===== config.mk =====
export PLATFORM = sky130hd
export DESIGN_NAME = btn_debounce_pulse
export DESIGN_NICKNAME = d
export VERILOG_FILES = /design/src/rtl/btn_pkg.sv /design/src/rtl/sync_2ff.sv /design/src/rtl/btn_debounce_pulse.sv
export SDC_FILE = /design/constraint.sdc
export NUM_CORES = 1
export LEC_CHECK = 0
export BUFFER_PORTS_ARGS = -buffer_cell sky130_fd_sc_hd__buf_2
export CAP_MARGIN = 20
export CORE_MARGIN = 2
export CORE_UTILIZATION = 55
export DETAILED_ROUTE_END_ITERATION = 8
export GPL_ROUTABILITY_DRIVEN = 1
export PLACE_DENSITY = 0.74
export SLEW_MARGIN = 20
export SYNTH_ARGS = -nofsm -noshare
export SYNTH_HDL_FRONTEND = slang
export SYNTH_SLANG_ARGS = --single-unit

===== constraint.sdc =====
create_clock -name clk -period 1.85 [get_ports clk]
set_input_delay 0.0925 -clock clk [delete_from_list [all_inputs] [get_ports clk]]
set_output_delay 0.0925 -clock clk [all_outputs]
set_load 0.05 [all_outputs]

===== src/rtl/btn_pkg.sv =====
// Shared types and timing defaults for push-button conditioning blocks.
package btn_pkg;

    typedef enum logic [1:0] {
        IDLE,
        WAIT_PRESS,
        PRESSED,
        WAIT_RELEASE
    } btn_state_t;

    localparam int unsigned DB_CYCLES_DEF     = 500000;
    localparam int unsigned REPEAT_DELAY_DEF  = 25000000;
    localparam int unsigned REPEAT_PERIOD_DEF = 5000000;

    // Counter width large enough for the longest of the three timing windows.
    function automatic int unsigned cnt_width(input int unsigned a, input int unsigned b,
                                              input int unsigned c);
        int unsigned m;
        m = a;
        if (b > m) m = b;
        if (c > m) m = c;
        return $clog2(m) + 1;
    endfunction

endpackage


===== src/rtl/sync_2ff.sv =====
// Two-flop synchroniser for asynchronous level inputs; resets to RESET_VAL.
module sync_2ff #(
    parameter logic RESET_VAL = 1'b0
) (
    input  logic clk,
    input  logic reset,
    input  logic d,
    output logic q
);

    logic meta;

    always_ff @(posedge clk or posedge reset) begin
        if (reset) begin
            meta <= RESET_VAL;
            q    <= RESET_VAL;
        end else begin
            meta <= d;
            q    <= meta;
        end
    end

endmodule


===== src/rtl/btn_debounce_pulse.sv =====
// Debounces a raw button and emits one registered pulse per accepted press.
// Optional auto-repeat while held: define BTN_AUTOREPEAT_EN.
module btn_debounce_pulse
    import btn_pkg::*;
#(
    parameter int unsigned DB_CYCLES     = DB_CYCLES_DEF,
    parameter int unsigned ACTIVE_LOW    = 0,
    parameter int unsigned REPEAT_DELAY  = REPEAT_DELAY_DEF,
    parameter int unsigned REPEAT_PERIOD = REPEAT_PERIOD_DEF
) (
    input  logic clk,
    input  logic reset,
    input  logic btn_in,
    output logic btn_level,
    output logic pulse
);

    localparam int unsigned CNT_W = cnt_width(DB_CYCLES, REPEAT_DELAY, REPEAT_PERIOD);
    localparam logic        INV   = (ACTIVE_LOW != 0);
    localparam logic [CNT_W-1:0] DB_LAST = CNT_W'(DB_CYCLES - 1);

    logic             btn_sync;
    logic             btn_s;
    btn_state_t       state, state_next;
    logic [CNT_W-1:0] cnt, cnt_next;
    logic             pulse_next;
    logic             level_next;

    // Sync flops reset to the not-pressed pin level for either polarity.
    sync_2ff #(
        .RESET_VAL(INV)
    ) u_sync (
        .clk   (clk),
        .reset (reset),
        .d     (btn_in),
        .q     (btn_sync)
    );

    assign btn_s = btn_sync ^ INV;

`ifdef BTN_AUTOREPEAT_EN
    localparam logic [CNT_W-1:0] DLY_LAST = CNT_W'(REPEAT_DELAY - 1);
    localparam logic [CNT_W-1:0] PER_LAST = CNT_W'(REPEAT_PERIOD - 1);

    logic rpt, rpt_next;
`endif

    always_ff @(posedge clk or posedge reset) begin
        if (reset) begin
            state     <= IDLE;
            cnt       <= '0;
            pulse     <= 1'b0;
            btn_level <= 1'b0;
`ifdef BTN_AUTOREPEAT_EN
            rpt       <= 1'b0;
`endif
        end else begin
            state     <= state_next;
            cnt       <= cnt_next;
            pulse     <= pulse_next;
            btn_level <= level_next;
`ifdef BTN_AUTOREPEAT_EN
            rpt       <= rpt_next;
`endif
        end
    end

    always_comb begin
        state_next = state;
        cnt_next   = cnt;
        pulse_next = 1'b0;
`ifdef BTN_AUTOREPEAT_EN
        rpt_next   = rpt;
`endif
        case (state)
            IDLE: begin
                if (btn_s) begin
                    state_next = WAIT_PRESS;
                    cnt_next   = '0;
                end
            end
            WAIT_PRESS: begin
                if (!btn_s) begin
                    state_next = IDLE;
                    cnt_next   = '0;
                end else if (cnt == DB_LAST) begin
                    state_next = PRESSED;
                    cnt_next   = '0;
                    pulse_next = 1'b1;
`ifdef BTN_AUTOREPEAT_EN
                    rpt_next   = 1'b0;
`endif
                end else begin
                    cnt_next = cnt + CNT_W'(1);
                end
            end
            PRESSED: begin
                if (!btn_s) begin
                    state_next = WAIT_RELEASE;
                    cnt_next   = '0;
                end
`ifdef BTN_AUTOREPEAT_EN
                // First repeat waits REPEAT_DELAY, later ones REPEAT_PERIOD.
                else if (cnt == (rpt ? PER_LAST : DLY_LAST)) begin
                    pulse_next = 1'b1;
                    cnt_next   = '0;
                    rpt_next   = 1'b1;
                end else begin
                    cnt_next = cnt + CNT_W'(1);
                end
`endif
            end
            WAIT_RELEASE: begin
                if (btn_s) begin
                    state_next = PRESSED;
                    cnt_next   = '0;
`ifdef BTN_AUTOREPEAT_EN
                    rpt_next   = 1'b0;
`endif
                end else if (cnt == DB_LAST) begin
                    state_next = IDLE;
                    cnt_next   = '0;
                end else begin
                    cnt_next = cnt + CNT_W'(1);
                end
            end
            default: begin
                state_next = IDLE;
                cnt_next   = '0;
            end
        endcase
        level_next = (state_next == PRESSED) || (state_next == WAIT_RELEASE);
    end

endmodule


### Word-level counts from Yosys, hierarchy flattened

Cells that the tools add are included.

| operators by class | value |
|---|---|
| $add $sub $neg | 1 |
| equal/unequal tests | 8 |
| muxes and demuxes | 16 |
| reductions and logical operators | 3 |

Operators with widths:

| operator | count |
|---|---|
| 2-to-1 mux 26 bit | 5 |
| case mux 26 bit (4 select lines) | 1 |
| adder 26 x 1 -> 26 bit (second input constant) | 1 |
| == test 26 x 19 -> 1 bit (second input constant) | 1 |
| 2-to-1 mux 2 bit | 6 |
| == test 2 bit (second input constant) | 4 |
| case mux 2 bit (4 select lines) | 1 |
| 2-to-1 mux 1 bit | 3 |
| == test 2 x 1 -> 1 bit (second input constant) | 1 |
| zero test 2 bit | 1 |
| inequality test 2 x 1 -> 1 bit (second input constant) | 1 |
| inequality test 2 bit (second input constant) | 1 |
| AND reduction 2 bit | 1 |
| logical OR 1 bit | 1 |

| storage, ports and cells | value |
|---|---|
| register bits | 32 |
| bits of input ports | 3 |
| word-level logic and storage cells | 34 |

### Depth between registers and ports, before layout

Gate-level depths: netlist of run 1.

| depth | value |
|---|---|
| depth in word-level cells | 6 |
| gate-level depth with buffers | 7 |
| mapped depth without buffers | 6 |

### Cells and area by module

Synthesis of run 1 repeated with hierarchy kept, for this count alone.

| unflattened totals | value |
|---|---|
| cell total of the unflattened synthesis | 179 |
| area total of the unflattened synthesis | 1727.9 um^2 |

Modules (own cells, without submodules):

| module | instances | cells each | area an instance (um^2) | seq. area each (um^2) |
|---|---|---|---|---|
| btn_debounce_pulse | 1 | 176 | 1674.1 | 725.7 |
| sync_2ff | 1 | 3 | 53.8 | 50.0 |

### Least setup slack after synthesis of run 1

No wires, ideal clock.

| timing | value |
|---|---|
| path kind | flip-flop to flip-flop |
| start point | register btn_level (netlist name) |
| end point | register cnt[12] |
| setup time | 0.076 ns |
| arrival | 1.756 ns |
| slack | 0.018 ns |
| cell stages (with the launch flop) | 7 |
| buffers on the path | 1 |
| clock period less this slack | 1.832 ns |
| path through | dfrtp_1 > xor2_2 > nand2_2 > a31o_1 > buf_2 > or3_1 > o21ai_1 |

RTL lines:

| element | line | RTL |
|---|---|---|
| end signal: assignment | btn_debounce_pulse.sv:59 | `cnt <= cnt_next;` |
| end: declaration | btn_debounce_pulse.sv:25 | `logic [CNT_W-1:0] cnt, cnt_next;` |

### Worst setup path in the final report of run 1

| timing | value |
|---|---|
| start point | register cnt[1] |
| end point | register cnt[9] |

| between the ends | value |
|---|---|
| longest elaborated chain between the ends | 4 |
| elaborated cells on any way between the ends | 6 |
| those cells by class | add/sub (1); eq/ne (1); mux (4) |

RTL lines:

| element | line | RTL |
|---|---|---|
| adder 26 x 1 -> 26 bit or == test 26 x 19 -> 1 bit (tied branches) | n/a |  |
| 2-to-1 mux 26 bit (*) | btn_debounce_pulse.sv:86, btn_debounce_pulse.sv:120 |  |
| 2-to-1 mux 26 bit (on tied branches) | btn_debounce_pulse.sv:114, btn_debounce_pulse.sv:83 |  |
| case mux 26 bit (4 select lines) (*) | btn_debounce_pulse.sv:75 | `case (state)` |

Mark *: on every way between the ends. The rest lies on a longest branch, timed or not.
A chain may end at the register's enable or synchronous reset.

==> results of run 1 <==
## stage by stage
step	cells	hold slack (ns)
floorplan	180	0.124
global placement	239	0.186
detailed placement	239	0.199
CTS	249	0.371
global route	251	0.373
finish	251	0.362
## cell type report
cell class                      count  area [sq um]
Fill cell                         216           856
Sequential cell                    31           776
Clock inverter                      2          35.0
Timing Repair Buffer               38           297
Inverter                            6          22.5
Multi-Input combinational cell    135           925
Clock buffer                        6          51.3
Tap cell                           33          41.3
## tightest hold or removal path: stages
cell and delay (ns):
dlygate4sd3_1 0.53, buf_2 0.12, inv_1 0.04, buf_4 0.35
## flip-flops by register name, summed over array words and instances, names as in the netlist
name and flops:
cnt 26, state 1, u_sync.q 1, pulse 1
btn_level 1, u_sync.meta 1
## power groups by stage
stage	registers, mW	clock network [mW]	logic (mW)
floorplan	0.703	0	0.0523
global placement	0.703	0	0.0846
detailed placement	0.703	0	0.0878
CTS	0.690	0.575	0.0924
global route	0.691	0.599	0.106
finish	0.690	0.575	0.0963
## cells in the mapped netlist (2+ instances only)
master / number / area share
a21o_1: 3 / 0.013
a21oi_1: 10 / 0.029
a22o_1: 2 / 0.010
a31oi_1: 13 / 0.048
a41oi_1: 3 / 0.015
and2_1: 4 / 0.015
and3_1: 5 / 0.018
and4_1: 5 / 0.026
and4_4: 2 / 0.013
buf_2: 3 / 0.0088
clkbuf_1: 2 / 0.0044
dfrtp_1: 31 / 0.46
inv_1: 6 / 0.013
nand2_1: 20 / 0.044
nand2b_1: 2 / 0.0074
nand3_1: 9 / 0.027
nand4_1: 3 / 0.011
nand4_2: 2 / 0.015
nor2_1: 6 / 0.013
nor4_1: 5 / 0.018
o211ai_1: 3 / 0.013
o21ai_0: 6 / 0.018
o21ai_1: 6 / 0.018
or3_1: 5 / 0.018
or4_1: 2 / 0.0088
## worst max path at each step
stage                     startpoint       to  slack [ns]  cells after the start
final                         cnt[1]   cnt[9]        0.05                      6
after global routing          cnt[1]  cnt[12]       -0.01                      7
after CTS                     cnt[0]  cnt[18]       0.006                      7
after detailed placement     cnt[21]  cnt[13]       -0.02                      6
after global placement        cnt[9]  cnt[13]       -0.08                      6
after floorplan            btn_level  cnt[12]        0.02                      6
## layer usage
metal | track usage | up-vias
met5 | 0 | -
met1 | 0.362 | 781
met4 | 0.117 | 0
li1 | - | 759
met3 | 0.0415 | 9
met2 | 0.416 | 39
## cell usage in the layout (no fill, tap or decap), types with 2 or more instances in the layout
master,synthesis,routed
buf_4,1,30
o21ai_0,6,6
and3_1,5,5
o211ai_1,3,3
a31oi_1,13,13
o21ai_1,6,6
nand2b_1,2,2
a21o_1,3,3
dlygate4sd3_1,0,2
nand4_1,3,3
and4_4,2,4
a22o_1,2,2
clkbuf_4,0,5
a21oi_1,10,10
or3_1,5,4
inv_1,6,6
and4_1,5,3
buf_2,3,4
a41oi_1,3,3
and2_1,4,4
nand3_1,9,9
nand2_1,20,20
dfrtp_1,31,31
nor2_1,6,5
nor4_1,5,4
## cell families after synthesis
kind of cell,count (synthesis)
DFF,31
adders and majority gates,1
xor gates and xnor gates,2
AOI/OAI and AO/OA,53
buffers and inverters,14
and+or+nand+nor,78
muxes,1
## timing repair
action,in CTS,in global routing
hold buffers,2,0
endpoints found under the hold margin,32,0
setup endpoints to repair,11,20
buffers inserted,0,2
gates resized for setup,3,13
pin swaps,0,5
==> flow_summary.toml, run 1 <==
[critical_path]
cp_max_fo = 6
crit_arrival_ns = 2.09
worst_path_max_delay_cell = "or4_1"
startpoint_type = "register"
slowest_delay_ns = 0.50
rrSetupSlack_ns = 0.05
cp.required_ns = 2.14
worstSetupPathType = "reg2reg"
r2r-end = "cnt[9]"
endpoint_kind = "register"
timing.rr.start = "cnt[1]"
path_buf_inv = 0
path_cells = "ha_2 > and4_4 > and2_4 > a31o_4 > or4_1 > nand3_1"
rr_worst_depth = 6
crit_family = "simple AND/OR/NAND/NOR gates"

[synth]
yosysWarnings = 0
syn_nets = 184
synth-simple-area-share = 0.269
synth_ff_type = "dfrtp_1"
avgSynthCellArea_sq_um = 9.43
synth_compound_area_frac = 0.205
async_flop_share = 1.00
synthXorXnorAreaFrac = 0.0147
synth_top_family_by_area = "simple AND/OR/NAND/NOR gates"
seq_area_frac_synth = 0.457
synth_edf_count = 0
synth_seq_cells = 31
ys_types = 47
netlist_area_sq_um = 1700
synth.area.mux_share = 0.00663
synth_fa_ha_area_frac = 0.00737
syn_inst = 180

[place]
post-place-ws_ns = -0.0237
place_area_sq_um = 1950
port_buffers = 4
dp_hpwl_microns = 2970
gp_congestion = 0.874

[drt]
vias_per_cell = 6.33
drtPass1Iterations = 5
drtIter0Drc = 142
met1_length_microns = 1930
wirelength_microns = 4190
top_layer_used = "met4"
vias = 1588
wl_met3_microns = 168
final_antenna_net_count = 0
met2_length_microns = 1990
drc = 0
wl_per_cell_microns = 16.7

[grt]
grt_pass1_vias = 1542
grt_pass1_wl_microns = 6980
grt_max_degree = 32
gr-total-overflow = 0
grt_usage = 0.265
antenna_found_initial = 0

[power]
switchingPower_mw = 0.319
powerDensity_nw_per_um2 = 634
finalPower_mw = 1.36
p_clk_frac = 0.422
ir_drop_mv = 0.507
p_sw_frac = 0.234
p_comb_frac = 0.071
internal_power_mw = 1.04
p_leak_nw = 1.00
p_seq_frac = 0.507

[sta]
period_share = 0.975
worst_pin_slew_ns = 0.572
finalSetupViolCount = 0
finalWorstPathRequiredPeriod_ns = 1.80
finalHoldViolCount = 0
slew-limit-headroom = 0.618
final_max_slew_viol_count = 0
fmax_mhz = 555
skew_ns = 0.00751
rsz0062_at_grt = "yes"
tns_ns = 0
setup_ws_ns = 0.0467

[clock_tree]
clkSlewWorstSetupHoldPaths_ns = 0.11
cts_max_level = 2
cts_root_buf = "clkbuf_4"
cts_buffers = 5
clock_latency_ns = 0.34
cts_max_path_buffers = 2
tritoncts = "done"
cts.sinks = 31

[die]
placementRows = 20
die_h_microns = 59.6
start_util = 0.565
dieArea_sq_um = 3550
fp.dieW_microns = 59.6
ioPinCount = 5
core_sq_um = 3000

[status]
status = "complete, no violations"

[min_path]
min_path_type = "in2async"

[finish]
final_cell_area_sq_um = 2150
area_growth_pct = 26.5
drive_above_1_share = 0.294
fin_util = 0.715
antenna_cells = 0
nets = 221

[run]
drv_cap = 0
Note: power is estimated with default switching activity, not from simulation.
==> inputs of run 2 (changes only) <==
--- a/config.mk
+++ b/config.mk
@@ -8,11 +8,11 @@
 export BUFFER_PORTS_ARGS = -buffer_cell sky130_fd_sc_hd__buf_2
 export CAP_MARGIN = 20
 export CORE_MARGIN = 2
-export CORE_UTILIZATION = 55
+export CORE_UTILIZATION = 60
 export DETAILED_ROUTE_END_ITERATION = 8
 export GPL_ROUTABILITY_DRIVEN = 1
-export PLACE_DENSITY = 0.74
-export SLEW_MARGIN = 20
+export PLACE_DENSITY = 0.76
+export SETUP_SLACK_MARGIN = 0.4
 export SYNTH_ARGS = -nofsm -noshare
 export SYNTH_HDL_FRONTEND = slang
 export SYNTH_SLANG_ARGS = --single-unit
==> constraint.sdc (replaced) <==
create_clock -name clk -period 1.7 [get_ports clk]
set_input_delay 0.085 -clock clk [delete_from_list [all_inputs] [get_ports clk]]
set_output_delay 0.085 -clock clk [all_outputs]
set_load 0.05 [all_outputs]
==> flow_summary.toml, run 2 (synthesized netlist as in run 1, its figures left out) <==
[die]
core_sq_um = 2710
fp.dieW_microns = 57.2
die_h_microns = 57.2
dieArea_sq_um = 3270
ioPinCount = 5
start_util = 0.627
placementRows = 19

[critical_path]
path_buf_inv = 0
critical_path_depth = 6
crit_path_end = "cnt[17]"
path_cells = "ha_2 > and4_4 > and2_4 > a31o_4 > or4_1 > nand3_1"
endpoint_kind = "register"
startpoint_type = "register"
rr_worst_depth = 6
timing.rr.start = "cnt[0]"
worst_path_max_delay_cell = "or4_1"
slowest_delay_ns = 0.48
cp_max_fo = 7
crit_start = "cnt[0]"
r2r-end = "cnt[17]"
crit_arrival_ns = 2.13
crit_family = "simple AND/OR/NAND/NOR gates"
rrSetupSlack_ns = -0.16
cp.required_ns = 1.97
worstSetupPathType = "reg2reg"

[finish]
largest_register = "cnt"
area_growth_pct = 39.3
largest_reg_flops = 26
num-fill-cells = 130
nets = 243
drive_above_1_share = 0.421
final_cell_mix = "buf_4, dfrtp_1, nand2_1"
layout_commonest_cell = "buf_4"
antenna_cells = 0

[drt]
drc = 0
top_layer_used = "met4"
wirelength_microns = 4860
met1_length_microns = 2010
drtPass1Iterations = 4
wl_met3_microns = 304
wl_per_cell_microns = 17.9
final_antenna_net_count = 0
vias_per_cell = 6.55
drtIter0Drc = 105
met2_length_microns = 2410
vias = 1774

[sta]
finalWorstPathRequiredPeriod_ns = 1.86
holdWs_ns = 0.354
finalSetupViolCount = 18
finalHoldViolCount = 0
final_max_slew_viol_count = 0
slew-limit-headroom = 0.736
tns_ns = -1.49
fmax_mhz = 538
rsz0062_at_grt = "yes"
skew_ns = 0.0151
setup_ws_ns = -0.158
worst_pin_slew_ns = 0.396
period_share = 1.09

[power]
finalPower_mw = 1.38
powerDensity_nw_per_um2 = 584
p_leak_nw = 1.11
ir_drop_mv = 0.768

[clock_tree]
clock_latency_ns = 0.34
tritoncts = "done"
clkSlewWorstSetupHoldPaths_ns = 0.11
cts_max_level = 2
cts_buffers = 5
cts_root_buf = "clkbuf_4"
cts_max_path_buffers = 2
cts.sinks = 31

[min_path]
min_path_type = "reg2reg"

[place]
dp_hpwl_microns = 3010
gp_congestion = 0.911
port_buffers = 4

[status]
status = "complete, but fails checks"
violations = "setup timing"

[grt]
gr-total-overflow = 0
grt_max_degree = 32
grt_usage = 0.315
antenna_found_initial = 0
grt_pass1_vias = 1671
grt_pass1_wl_microns = 7840

[run]
drv_cap = 0
## run 2: worst min-delay path by stage
stage	start	to	cells after the start
finish	u_sync.meta	u_sync.q	0
global route	u_sync.meta	u_sync.q	0
CTS	reset	cnt[3]	4
detailed placement	reset	cnt[3]	3
global placement	reset	cnt[0]	3
floorplan	btn_in	u_sync.meta	0
## run 2: power breakdown
group	leakage (nW)	internal, mW	switching [mW]
Combinational	0.652	0.0552	0.0700
Sequential	0.423	0.744	0.00746
Clock	0.0386	0.243	0.260
Total	1.11	1.04	0.337
## run 2: layout make-up
type                       count  area [sq um]  area share
multi-input combinational    135           993       0.420
timing repair buffer          60           464       0.196
sequential                    31           777       0.329
inverter                       6          22.5     0.00952
tap                           31          38.8      0.0164
clock buffer                   8          68.8      0.0291
## run 2: what timing repair did
item,CTS,global route
hold endpoints to repair,32,0
gates resized for setup,15,24
hold buffers,2,0
buffers inserted,5,3
endpoints found under the setup margin,29,29
pin swaps,7,10
## run 2: routing by layer
metal,GRT usage,up-vias
met5,0,-
met4,0.140,0
met3,0.0703,20
met2,0.499,78
met1,0.417,865
li1,-,811
## run 2: through the flow
step,area [sq um],setup slack [ns],instances,utilization
after floorplan,1710,0.0172,180,-
after global placement,2060,-0.162,253,0.760
after detailed placement,2060,-0.242,253,0.760
after CTS,2250,-0.0954,268,0.830
after global routing,2360,-0.208,271,0.873
final,2360,-0.158,271,0.873
==> inputs of run 3 (changes only) <==
--- a/config.mk
+++ b/config.mk
@@ -7,12 +7,14 @@
 export LEC_CHECK = 0
 export BUFFER_PORTS_ARGS = -buffer_cell sky130_fd_sc_hd__buf_2
 export CAP_MARGIN = 20
+export CORE_ASPECT_RATIO = 0.8
 export CORE_MARGIN = 2
-export CORE_UTILIZATION = 60
+export CORE_UTILIZATION = 61
 export DETAILED_ROUTE_END_ITERATION = 8
 export GPL_ROUTABILITY_DRIVEN = 1
-export PLACE_DENSITY = 0.76
+export PLACE_DENSITY = 0.77
 export SETUP_SLACK_MARGIN = 0.4
 export SYNTH_ARGS = -nofsm -noshare
 export SYNTH_HDL_FRONTEND = slang
+export SYNTH_HIERARCHICAL = 1
 export SYNTH_SLANG_ARGS = --single-unit
==> flow_summary.toml, run 3 <==
[clock_tree]
cts_max_path_buffers = 2
cts.sinks = 31
cts_buffers = 5
cts_root_buf = "clkbuf_4"
cts_max_level = 2

[place]
port_buffers = 4
dp_cells = 264
post-place-ws_ns = -0.434
dp_hpwl_microns = 3240
gp_congestion = 0.844

[sta]
worst_path_end_type = "sequential cell input"
grt-worst-endpoint = "cnt[23]$_DFFE_PP0P_/D"

[synth]
netlist_area_sq_um = 1730
synth_edf_count = 0
syn_inst = 179
synth_most_common_cell = "dfrtp_1"
syn_nets = 183
ys_types = 47
synth_top_area_share = 0.449
synth_ff_type = "dfrtp_1"
ys_top_cells_by_area = "dfrtp_1, a31oi_1, a21o_1, nand2_1, nand3_1"
synth_seq_cells = 31
avgSynthCellArea_sq_um = 9.65
ys_top_cells_by_count = "dfrtp_1, nand2_1, a31oi_1, nand3_1, a21o_1"
yosysTopAreaCell = "dfrtp_1"
seq_area_frac_synth = 0.449
yosysWarnings = 6
async_flop_share = 1.00

[die]
start_util = 0.635
ioPinCount = 5
die_h_microns = 51.6
placementRows = 17
fp.dieW_microns = 63.5

[status]
status = "aborted with a tool error"
stop_error = "[ERROR DPL-0038] Utilization greater than 100%, impossible to legalize"
haltStage = "global routing (5_1_grt)"

[grt]
grt_max_degree = 30
==> run 3: cell types whose count changed after synthesis, moves of 3 or more <==
| cell | before | now |
|---|---|---|
| a21o_1 | 3 | 10 |
| o21ai_1 | 6 | 1 |
| nand3_1 | 9 | 13 |
| or3_1 | 5 | 1 |
| a21oi_1 | 10 | 7 |
| and4_1 | 5 | 2 |
| mux2i_1 | 0 | 3 |
| nor3_1 | 1 | 4 |
| nor4_1 | 5 | 2 |
==> run 3: kinds of logic after synthesis <==
kind of cell             Yosys count  share of synthesized area
AO/OA/AOI/OAI                     49                      0.194
XOR/XNOR                           2                     0.0101
adder cells (fa/ha/maj)            1                    0.00724
buffers and inverters             13                     0.0478
flip-flops                        31                      0.449
multiplexers                       4                     0.0239
AND/OR/NAND/NOR                   79                      0.268
==> run 3: timing repair <==
| action | 4_1_cts |
|---|---|
| resized for setup | 24 |
| hold endpoints to repair | 32 |
| setup buffers | 10 |
| gates cloned | 1 |
| pin swaps | 15 |
| hold buffers | 2 |
| setup endpoints to repair | 29 |
==> run 3: through the flow <==
stage,setup TNS (ns),instance area (sq um)
CTS,-1.55,2460
detailed placement,-8.09,2180
global placement,-6.69,2180
floorplan,-0.0307,1810
==> inputs of run 4 (changes only) <==
--- a/config.mk
+++ b/config.mk
@@ -7,13 +7,11 @@
 export LEC_CHECK = 0
 export BUFFER_PORTS_ARGS = -buffer_cell sky130_fd_sc_hd__buf_2
 export CAP_MARGIN = 20
-export CORE_ASPECT_RATIO = 0.8
 export CORE_MARGIN = 2
-export CORE_UTILIZATION = 61
+export CORE_UTILIZATION = 40
 export DETAILED_ROUTE_END_ITERATION = 8
 export GPL_ROUTABILITY_DRIVEN = 1
-export PLACE_DENSITY = 0.77
-export SETUP_SLACK_MARGIN = 0.4
+export PLACE_DENSITY_LB_ADDON = 0.15
 export SYNTH_ARGS = -nofsm -noshare
 export SYNTH_HDL_FRONTEND = slang
 export SYNTH_HIERARCHICAL = 1
==> flow_summary.toml, run 4 <==
[status]
status = "complete, but fails checks"
violations = "setup timing"

[sta]
fmax_mhz = 558
rsz0062_at_grt = "yes"
period_share = 1.05
setup_ws_ns = -0.0915
finalWorstPathRequiredPeriod_ns = 1.79
final_max_slew_viol_count = 0
finalSetupViolCount = 18
worst_pin_slew_ns = 0.441
holdWs_ns = 0.203
slew-limit-headroom = 0.706
skew_ns = 0.00417
finalHoldViolCount = 0

[drt]
vias_per_cell = 5.77
drtPass1Iterations = 4
wirelength_microns = 4390
drtIter0Drc = 126
wl_per_cell_microns = 15.6
drc = 0
vias = 1620
final_antenna_net_count = 0

[place]
gp_congestion = 0.773
post-place-ws_ns = -0.157
dp_hpwl_microns = 2880
port_buffers = 4

[critical_path]
crit_arrival_ns = 2.02
path_buf_inv = 0
worstSetupPathType = "reg2reg"
path_cells = "ha_2 > and3_4 > and3_4 > a21o_4 > or4_4 > nand3_2"
crit_family = "simple AND/OR/NAND/NOR gates"
cp_common_cell = "and3_4"
worst_path_max_delay_cell = "or4_4"
startpoint_type = "register"
cp.required_ns = 1.92
endpoint_kind = "register"
slowest_delay_ns = 0.49
cp_max_fo = 6

[finish]
antenna_cells = 0
drive_above_1_share = 0.403
largest_reg_flops = 26
final_cell_mix = "buf_4, dfrtp_1, nand2_1"
num-fill-cells = 344
layout_commonest_cell = "buf_4"
area_growth_pct = 39.2
nets = 234
largest_register = "cnt"

[clock_tree]
tritoncts = "done"
clock_latency_ns = 0.29
cts_max_level = 2
cts_root_buf = "clkbuf_8"
cts_buffers = 5
clkSlewWorstSetupHoldPaths_ns = 0.06
cts.sinks = 31
cts_max_path_buffers = 2

[synth]
ys_top_cells_by_area = "dfrtp_1, a31oi_1, a21o_1, nand2_1, nand3_1"
synth-simple-area-share = 0.268
seq_area_frac_synth = 0.449
synth_fa_ha_area_frac = 0.00724
syn_inst = 179
synthXorXnorAreaFrac = 0.0101
synth_top_family_by_area = "simple AND/OR/NAND/NOR gates"
synth_ff_type = "dfrtp_1"
ys_top_cells_by_count = "dfrtp_1, nand2_1, a31oi_1, nand3_1, a21o_1"
synth_most_common_cell = "dfrtp_1"
synth.area.mux_share = 0.0239
netlist_area_sq_um = 1730
synth_seq_cells = 31
yosysWarnings = 6
async_flop_share = 1.00
avgSynthCellArea_sq_um = 9.65
syn_nets = 183
yosysTopAreaCell = "dfrtp_1"
ys_types = 47
synth_compound_area_frac = 0.194
synth_edf_count = 0
synth_top_area_share = 0.449

[grt]
grt_usage = 0.187
busiest_layer = "met2"
grt_pass1_vias = 1537
grtUsageMet3 = 0.0436
met1_usage = 0.251
antenna_found_initial = 0
grt_pass1_wl_microns = 7290
gr-total-overflow = 0
grt_max_degree = 30
grt_use_met2 = 0.293

[power]
finalPower_mw = 1.58
powerDensity_nw_per_um2 = 656
ir_drop_mv = 0.434
p_leak_nw = 1.16

[die]
placementRows = 23
die_h_microns = 69.7
fp.dieW_microns = 69.7
core_sq_um = 4090
ioPinCount = 5
dieArea_sq_um = 4860
start_util = 0.423

[min_path]
min_path_type = "in2async"

[run]
drv_cap = 0
[run 4: cell counts after synthesis]
Identical to the previous run, type by type.
[run 4: repair_timing]
item / 4_1_cts / 5_1_grt
setup buffers: 2 / 2
hold endpoints to repair: 32 / 0
hold buffers: 2 / 0
gates resized for setup: 12 / 16
setup endpoints to repair: 23 / 24
pin swaps: 4 / 13
gates cloned: 0 / 2
[run 4: final timing paths]
| kind | start | endpoint | slack (ns) | depth (start not counted) |
|---|---|---|---|---|
| min in group clk | u_sync/meta | u_sync/q | 0.36 | 0 |
| worst min register to register | u_sync/meta | u_sync/q | 0.36 | 0 |
| max in group asynchronous | reset | btn_level | 0.97 | 4 |
| worst max-delay path | cnt[1] | cnt[23] | -0.09 | 6 |
| worst max register to register | cnt[1] | cnt[23] | -0.09 | 6 |
| worst min-delay path | reset | u_sync/q | 0.20 | 3 |
[run 4: metal layers]
| layer | wire [microns] | share of wire |
|---|---|---|
| met1 | 2060 | 0.47 |
| met2 | 2160 | 0.49 |
| met3 | 106 | 0.024 |
| met4 | 68 | 0.016 |
| met5 | 0 | 0 |
[run 4: per-stage QoR]
| step | cells | instance area (sq um) | util | setup TNS [ns] |
|---|---|---|---|---|
| 6_report | 281 | 2400 | 0.588 | -0.687 |
| 3_3_place_gp | 265 | 2080 | 0.509 | -1.43 |
| 5_1_grt | 281 | 2400 | 0.588 | -2.36 |
| 3_5_place_dp | 265 | 2080 | 0.509 | -2.17 |
| 2_1_floorplan | 179 | 1750 | - | -0.0321 |
| 4_1_cts | 277 | 2270 | 0.556 | -0.475 |
[run 4: power breakdown]
group | internal, mW | total [mW] | switching (mW)
clock | 0.369 | 0.641 | 0.272
combinational | 0.0794 | 0.165 | 0.0859
sequential | 0.752 | 0.771 | 0.0185
[run 4: worst reg2reg max path: stages (launching register included)]
cell and delay [ns]:
dfrtp_1 0.38, ha_2 0.19, and3_4 0.18, and3_4 0.19, a21o_4 0.23, or4_4 0.49
nand3_2 0.07
[run 4: cell families after synthesis]
kind of cell	after synthesis
AOI/OAI and AO/OA	49
xor gates and xnor gates	2
adders and majority gates	1
buffers and inverters	13
DFF	31
muxes	4
and+or+nand+nor	79
[run 4: cell type report]
class,count,area [sq um],area share
clock buffers,8,100,0.0416
inverters,4,15.0,0.00624
multi-input cells,135,1000,0.418
repair buffers,53,444,0.185
flip-flops and latches,31,778,0.324
well taps,50,62.6,0.0260
